--- src/rtl/toags_window.sv ---
// Sliding-window bitwise AND over the last DEPTH accepted W-bit samples (IDLE -> FILL -> RUN).
// Define TOAGS_OR_EN to add __out2, the bitwise OR of the same window.
module toags_window #(
    parameter int W     = 1,
    parameter int DEPTH = 2
) (
    input  logic         clk,
    input  logic         rst,
    input  logic [W-1:0] __in0,
    input  logic         __in1,
    input  logic         __in2,
    output logic [W-1:0] __out0,
    output logic         __out1
`ifdef TOAGS_OR_EN
    ,
    output logic [W-1:0] __out2
`endif
);

    localparam int CW = $clog2(DEPTH + 1);

    typedef enum logic [1:0] {
        IDLE = 2'd0,
        FILL = 2'd1,
        RUN  = 2'd2
    } tag_t;

    logic [W-1:0]  win_q [DEPTH];
    logic [W-1:0]  win_d [DEPTH];
    logic [CW-1:0] cnt_q, cnt_d;
    tag_t          tag_q, tag_d;
    logic [W-1:0]  out0_q, out0_d;
    logic          out1_q, out1_d;
    logic [CW-1:0] cnt_inc;
    logic          full;
    logic [W-1:0]  and_v;
`ifdef TOAGS_OR_EN
    logic [W-1:0]  out2_q, out2_d;
    logic [W-1:0]  or_v;
`endif

    always_ff @(posedge clk or posedge rst) begin
        if (rst) begin
            for (int unsigned i = 0; i < DEPTH; i++) begin
                win_q[i] <= '0;
            end
            cnt_q  <= '0;
            tag_q  <= IDLE;
            out0_q <= '0;
            out1_q <= 1'b0;
`ifdef TOAGS_OR_EN
            out2_q <= '0;
`endif
        end else begin
            for (int unsigned i = 0; i < DEPTH; i++) begin
                win_q[i] <= win_d[i];
            end
            cnt_q  <= cnt_d;
            tag_q  <= tag_d;
            out0_q <= out0_d;
            out1_q <= out1_d;
`ifdef TOAGS_OR_EN
            out2_q <= out2_d;
`endif
        end
    end

    always_comb begin
        // Reduction runs over the post-shift window: new sample plus the DEPTH-1 youngest old entries.
        and_v = __in0;
        for (int unsigned i = 0; i < DEPTH - 1; i++) begin
            and_v = and_v & win_q[i];
        end
`ifdef TOAGS_OR_EN
        or_v = __in0;
        for (int unsigned i = 0; i < DEPTH - 1; i++) begin
            or_v = or_v | win_q[i];
        end
`endif
        cnt_inc = (cnt_q >= CW'(DEPTH)) ? CW'(DEPTH) : cnt_q + 1'b1;
        full    = (cnt_inc == CW'(DEPTH));
    end

    always_comb begin
        for (int unsigned i = 0; i < DEPTH; i++) begin
            win_d[i] = win_q[i];
        end
        cnt_d  = cnt_q;
        tag_d  = tag_q;
        out0_d = out0_q;
        out1_d = 1'b0;
`ifdef TOAGS_OR_EN
        out2_d = out2_q;
`endif
        if (__in2) begin
            for (int unsigned i = 0; i < DEPTH; i++) begin
                win_d[i] = '0;
            end
            cnt_d  = '0;
            tag_d  = IDLE;
            out0_d = '0;
`ifdef TOAGS_OR_EN
            out2_d = '0;
`endif
        end else if (__in1) begin
            win_d[0] = __in0;
            for (int unsigned i = 1; i < DEPTH; i++) begin
                win_d[i] = win_q[i-1];
            end
            cnt_d  = cnt_inc;
            tag_d  = full ? RUN : FILL;
            out0_d = full ? and_v : '0;
            out1_d = full;
`ifdef TOAGS_OR_EN
            out2_d = full ? or_v : '0;
`endif
        end else begin
            case (tag_q)
                IDLE, FILL, RUN: tag_d = tag_q;
                default:         tag_d = IDLE;
            endcase
        end
    end

    assign __out0 = out0_q;
    assign __out1 = out1_q;
`ifdef TOAGS_OR_EN
    assign __out2 = out2_q;
`endif

endmodule

--- config.mk ---
export PLATFORM = sky130hd
export DESIGN_NAME = toags_window
export DESIGN_NICKNAME = d
export VERILOG_FILES = /design/src/rtl/toags_window.sv
export SDC_FILE = /design/constraint.sdc
export NUM_CORES = 1
export LEC_CHECK = 0
export ABC_AREA = 1
export ABC_CLOCK_PERIOD_IN_PS = 1200
export BUFFER_PORTS_ARGS = -buffer_cell sky130_fd_sc_hd__buf_2
export CAP_MARGIN = 20
export CORE_AREA = 5 5 42 44
export CTS_BUF_LIST = sky130_fd_sc_hd__clkbuf_8
export CTS_CLUSTER_DIAMETER = 150
export DETAILED_ROUTE_END_ITERATION = 16
export DIE_AREA = 0 0 47 49
export PLACE_DENSITY = 0.34
export SYNTH_ARGS = -nofsm -noshare
export SYNTH_HDL_FRONTEND = slang
export SYNTH_SLANG_ARGS = --single-unit
--- constraint.sdc ---
create_clock -name clk -period 1.2 [get_ports clk]
set_clock_uncertainty 0.15 [all_clocks]
set_input_delay 0.24 -clock clk [delete_from_list [all_inputs] [get_ports clk]]
set_output_delay 0.24 -clock clk [all_outputs]
set_load 0.02 [all_outputs]
==> results of run 1 <==
## area by class of cell
cell class | instances | area (um2)
Sequential cell | 5 | 125
Timing Repair Buffer | 7 | 40.0
Fill cell | 167 | 1090
Clock buffer | 3 | 41.3
Inverter | 5 | 18.8
Tap cell | 16 | 20.0
Multi-Input combinational cell | 15 | 62.6
Clock inverter | 1 | 3.75
## metrics by stage
step	hold WS [ns]	instances	worst slack [ns]	area, um2
floorplan	-0.131	25	0.309	206
global placement	-0.00636	47	0.256	256
detailed placement	-0.00223	47	0.238	256
CTS	0.133	52	0.0509	312
global route	0.149	52	0.0222	312
finish	0.133	52	0.0565	312
## logic make-up (layout without fill, tap and decap cells)
| logic type | after synthesis | count (layout) | share of synthesized area (%) |
|---|---|---|---|
| flip-flops | 5 | 5 | 60.6 |
| AND/OR/NAND/NOR | 14 | 14 | 27.9 |
| buffers and inverters | 5 | 16 | 9.09 |
| AO/OA/AOI/OAI | 1 | 1 | 2.42 |
## routing by layer
metal | vias up | share of wire [%] | global-route usage (%)
met2 | 8 | 52 | 7.69
met4 | 0 | 6.2 | 8.29
met3 | 3 | 6.2 | 2.21
met5 | - | 0 | 0
met1 | 85 | 35 | 5.10
li1 | 94 | - | -
## where the power goes
group / total, uW / internal [uW] / switching, uW
logic: 38.2 / 15.1 / 23.1
registers: 182 / 179 / 3.88
clock network: 302 / 219 / 82.4
total: 522 / 413 / 109
## worst max-delay path by stage
stage	end	slack, ns
floorplan	cnt_q[1]$_DFFE_PP0P_	0.31
CTS	__out0	0.05
detailed placement	cnt_q[1]$_DFFE_PP0P_	0.24
finish	__out0	0.06
global placement	cnt_q[1]$_DFFE_PP0P_	0.26
global route	__out0	0.02
## cell usage after synthesis (all sizes together)
library cell	instances
nand2	8
dfrtp	5
inv	5
nor2	4
nand3	2
o21ai	1
## state kept, by name, indices dropped and copies added (netlist names)
name,count
cnt_q,2
__out0,1
__out1,1
win_q,1
==> impl_results.md, run 1 <==
- Core footprint: 0.00140 mm2
- Final antenna-violating net count: 0
- # DRC: 0
- Crit path buffers/inverters: 1
- Die X: 47 um
- Setup TNS: 0 ns
- Largest cells by area after synthesis: dfrtp_1 61%, nand2_1 15%, inv_1 7.3%
- CTS root buffer: clkbuf_8
- Antenna violations before repair: 0
- Gates resized, CTS repair: 0
- Arr. time, crit path: 0.75 ns
- Die area: 0.00230 mm2
- Share of post-route cells with drive strength above 1: 30.6%
- Final core occ: 22.2%
- Post-synth cell types: 8
- Tcrit/Tclk final: 95.3%
- Post-synthesis area per instance: 8.26 um2
- Final nets: 42
- First-pass DRT Iterations: 4
- Worst hold path startpoint: __in0
- Mapped cell area: 206 um2
- Clock slew at reported path FFs: 0.03 ns
- Rows: 14
- CTS Buffer Depth: 2
- Clock sink total: 5
- I/O pin count: 7
- Crit path launch type: flip-flop
- Reg2Reg Setup Slack: 0.25 ns
- Delay-heaviest family, CP: flip-flops
- MaxCap Viol Count: 0
- Wire per inst: 8.63 um
- Worst EP required: 0.81 ns
- Number of global-route vias before repair: 218
- Worst slew margin: 87.1%
- CTS tree: built
- Starting density of the core: 14.7%
- H-tree depth: 1
- Worst-Margin Slew: 0.192 ns
- Hold_buf cts: 1
- CP Capture Type: output pin
- RSZ-0062 raised after global routing: false
- Commonest non-fill, non-tap cell in the layout: nand2_1
- Final setup fails: 0
- FF-to-FF End: cnt_q[1]$_DFFE_PP0P_
- Number of buffers added on ports: 6
- Synth warnings: 0
- Total wire length: 449 um
- Setup Crit Path Kind: flip-flop to output pin
- Hold Vio Cnt, Final: 0
- Leakage power: 0.000192 uW
- Post-synth top area share: 60.6%
- P per Cell Area: 1680 mW/mm2
- Largest net degree at the start of global routing: 6
- Worst-path fanout max: 2
- Area leader, netlist: dfrtp_1
- Die height: 49 um
- Worst min path class: input pin to flip-flop
- Cts bufs inserted: 3
- Tmin final: 1.14 ns
- Post-synthesis net count: 30
- #FFs+latches synth: 5
- Worst reg2reg startpoint: cnt_q[0]$_DFFE_PP0P_
- Total grt overflow: 0
- Crit. Startpoint: __out0$_DFFE_PP0P_
- Worst Hold Depth: 3
- Cell Chain, Critical Path: buf_2
- Commonest non-fill, non-tap cells in the layout: 8 x nand2_1, 6 x buf_2, 5 x inv_1, 5 x dfrtp_1
- Hold Path Sink: win_q[1]$_DFFE_PP0P_
- DP HPWL: 365 um
- Cells on worst reg2reg path: 4
- Syn Inst Count: 25
- Pins Over Slew Limit: 0
- Largest stage delay, worst path: 0.37 ns
- FMAX: 0.875 GHz
- Stages on worst setup path: 1
- Vias after detailed routing: 190
- Tot Pwr: 522 uW
- Slowest CP cell: dfrtp_1
- GP Congestion: 0.743
- Clock Latency Late Sink: 0.22 ns
- Global-route usage over all layers: 5.72%
- Post-DR vias/cell: 3.65
- Outcome: complete, no violations
- DRT iter0 DRCs: 4
- First-pass GRT wire length: 862 um
- Syn-to-layout area delta: 50.9%
- Setup bufs post-CTS: 0
- Seq/Total Area, Yosys: 60.6%
- ANT cells: 0
- Worst VDD drop: 0.518 mV
Note: power is estimated with default switching activity, not from simulation.
==> inputs of run 2 (changes only) <==
--- a/config.mk
+++ b/config.mk
@@ -7,14 +7,14 @@
 export LEC_CHECK = 0
 export ABC_AREA = 1
 export ABC_CLOCK_PERIOD_IN_PS = 1200
-export BUFFER_PORTS_ARGS = -buffer_cell sky130_fd_sc_hd__buf_2
+export BUFFER_PORTS_ARGS = -buffer_cell sky130_fd_sc_hd__buf_4
 export CAP_MARGIN = 20
 export CORE_AREA = 5 5 42 44
 export CTS_BUF_LIST = sky130_fd_sc_hd__clkbuf_8
 export CTS_CLUSTER_DIAMETER = 150
 export DETAILED_ROUTE_END_ITERATION = 16
 export DIE_AREA = 0 0 47 49
-export PLACE_DENSITY = 0.34
+export GPL_ROUTABILITY_DRIVEN = 0
 export SYNTH_ARGS = -nofsm -noshare
 export SYNTH_HDL_FRONTEND = slang
 export SYNTH_SLANG_ARGS = --single-unit
==> run 2 against run 1 <==
Effect of this change:
- global-route usage is 1.3 points lower
- clock power is 2% lower
- via count is 8.9% lower
- largest power group unchanged
==> impl_results.md, run 2 (synthesis results as in run 1) <==
- CTS tree: built
- Die area: 0.00230 mm2
- First-pass DRT Iterations: 2
- Clock slew at reported path FFs: 0.03 ns
- Delay-heaviest family, CP: flip-flops
- Crit path buffers/inverters: 1
- Final setup fails: 0
- H-tree depth: 1
- Crit path launch type: flip-flop
- RSZ-0062 raised after global routing: false
- Syn-to-layout area delta: 58.2%
- Largest reg by FF count: cnt_q
- Largest stage delay, worst path: 0.36 ns
- Leakage power: 0.000196 uW
- DRT iter0 DRCs: 1
- Setup Crit Path Kind: flip-flop to output pin
- CTS Buffer Depth: 2
- Wire per inst: 7.88 um
- Rows: 14
- Slowest CP cell: dfrtp_1
- ANT cells: 0
- Clock Latency Late Sink: 0.22 ns
- MaxCap Viol Count: 0
- Arr. time, crit path: 0.74 ns
- P per Cell Area: 1590 mW/mm2
- CP Capture Type: output pin
- Core footprint: 0.00140 mm2
- Die X: 47 um
- Worst reg2reg startpoint: cnt_q[0]$_DFFE_PP0P_
- Worst hold path startpoint: __in0
- Pins Over Slew Limit: 0
- Tcrit/Tclk final: 94.0%
- Max reg flops: 2
- DP HPWL: 325 um
- Placed Area: 272 um2
- Fin area: 327 um2
- Die height: 49 um
- Setup TNS: 0 ns
- Worst EP required: 0.81 ns
- Hold_buf cts: 1
- Vias after detailed routing: 173
- Crit. Startpoint: __out0$_DFFE_PP0P_
- Worst-Margin Slew: 0.181 ns
- Gates resized, CTS repair: 0
- Largest net degree at the start of global routing: 6
- I/O pin count: 7
- Worst min path class: input pin to flip-flop
- Stages on worst setup path: 1
- # DRC: 0
- Cell Chain, Critical Path: buf_4
- Total grt overflow: 0
- Number of buffers added on ports: 6
- Post-DR vias/cell: 3.33
- Cells on worst reg2reg path: 4
- Share of post-route cells with drive strength above 1: 30.6%
- Total wire length: 410 um
- Worst slew margin: 87.9%
- Global-route usage over all layers: 4.45%
- Final nets: 42
- Commonest non-fill, non-tap cell in the layout: nand2_1
- CTS root buffer: clkbuf_8
- Clock sink total: 5
- Cts bufs inserted: 3
- FMAX: 0.887 GHz
- Commonest non-fill, non-tap cells in the layout: 8 x nand2_1, 6 x buf_4, 5 x inv_1, 5 x dfrtp_1
- Setup bufs post-CTS: 0
- Worst-path fanout max: 2
- Outcome: complete, no violations
- Starting density of the core: 14.7%
- Worst Hold Depth: 3
- Worst VDD drop: 0.514 mV
- First-pass GRT wire length: 703 um
- Antenna violations before repair: 0
- Final antenna-violating net count: 0
- Tmin final: 1.13 ns
- Number of global-route vias before repair: 184
- Hold Vio Cnt, Final: 0
[run 2: layout make-up]
class | count | area (um2)
fillers | 162 | 1070
flip-flops and latches | 5 | 125
multi-input cells | 15 | 62.6
repair buffers | 7 | 55.1
clock buffers | 3 | 41.3
well taps | 16 | 20.0
inverters | 5 | 18.8
clock inverters | 1 | 3.75
[run 2: worst paths after layout]
kind / slack (ns) / endpoint
setup / recovery: 0.07 / __out0
hold / removal: 0.14 / win_q[1]$_DFFE_PP0P_
setup reg to reg: 0.26 / cnt_q[1]$_DFFE_PP0P_
hold reg to reg: 0.33 / __out0$_DFFE_PP0P_
max in group asynchronous: 0.41 / cnt_q[0]$_DFFE_PP0P_
min in group asynchronous: 0.33 / __out1$_DFF_PP0_
[run 2: per-layer routing]
metal  GRT usage [%]  vias up  share of wire (%)
li1                -       95                  -
met1            6.22       72                 47
met2            4.30        6                 41
met3            1.48        0                 12
met4            5.53        0                  0
met5               0        -                  0
[run 2: where the power goes]
group	total (uW)	internal (uW)	switching, uW
combinational	42.5	19.8	22.7
sequential	182	179	3.77
clock	295	219	76.3
total	520	417	103
[run 2: stage by stage]
| stage | std cells | hold slack (ns) | setup slack (ns) | utilization, % | total power, uW |
|---|---|---|---|---|---|
| 2_1_floorplan | 25 | -0.131 | 0.309 | - | 205 |
| 3_3_place_gp | 47 | 0.000275 | 0.262 | 19.4 | 224 |
| 3_5_place_dp | 47 | 0.00389 | 0.261 | 19.4 | 225 |
| 4_1_cts | 52 | 0.140 | 0.0621 | 23.3 | 532 |
| 5_1_grt | 52 | 0.155 | 0.0570 | 23.3 | 546 |
| 6_report | 52 | 0.136 | 0.0721 | 23.3 | 520 |
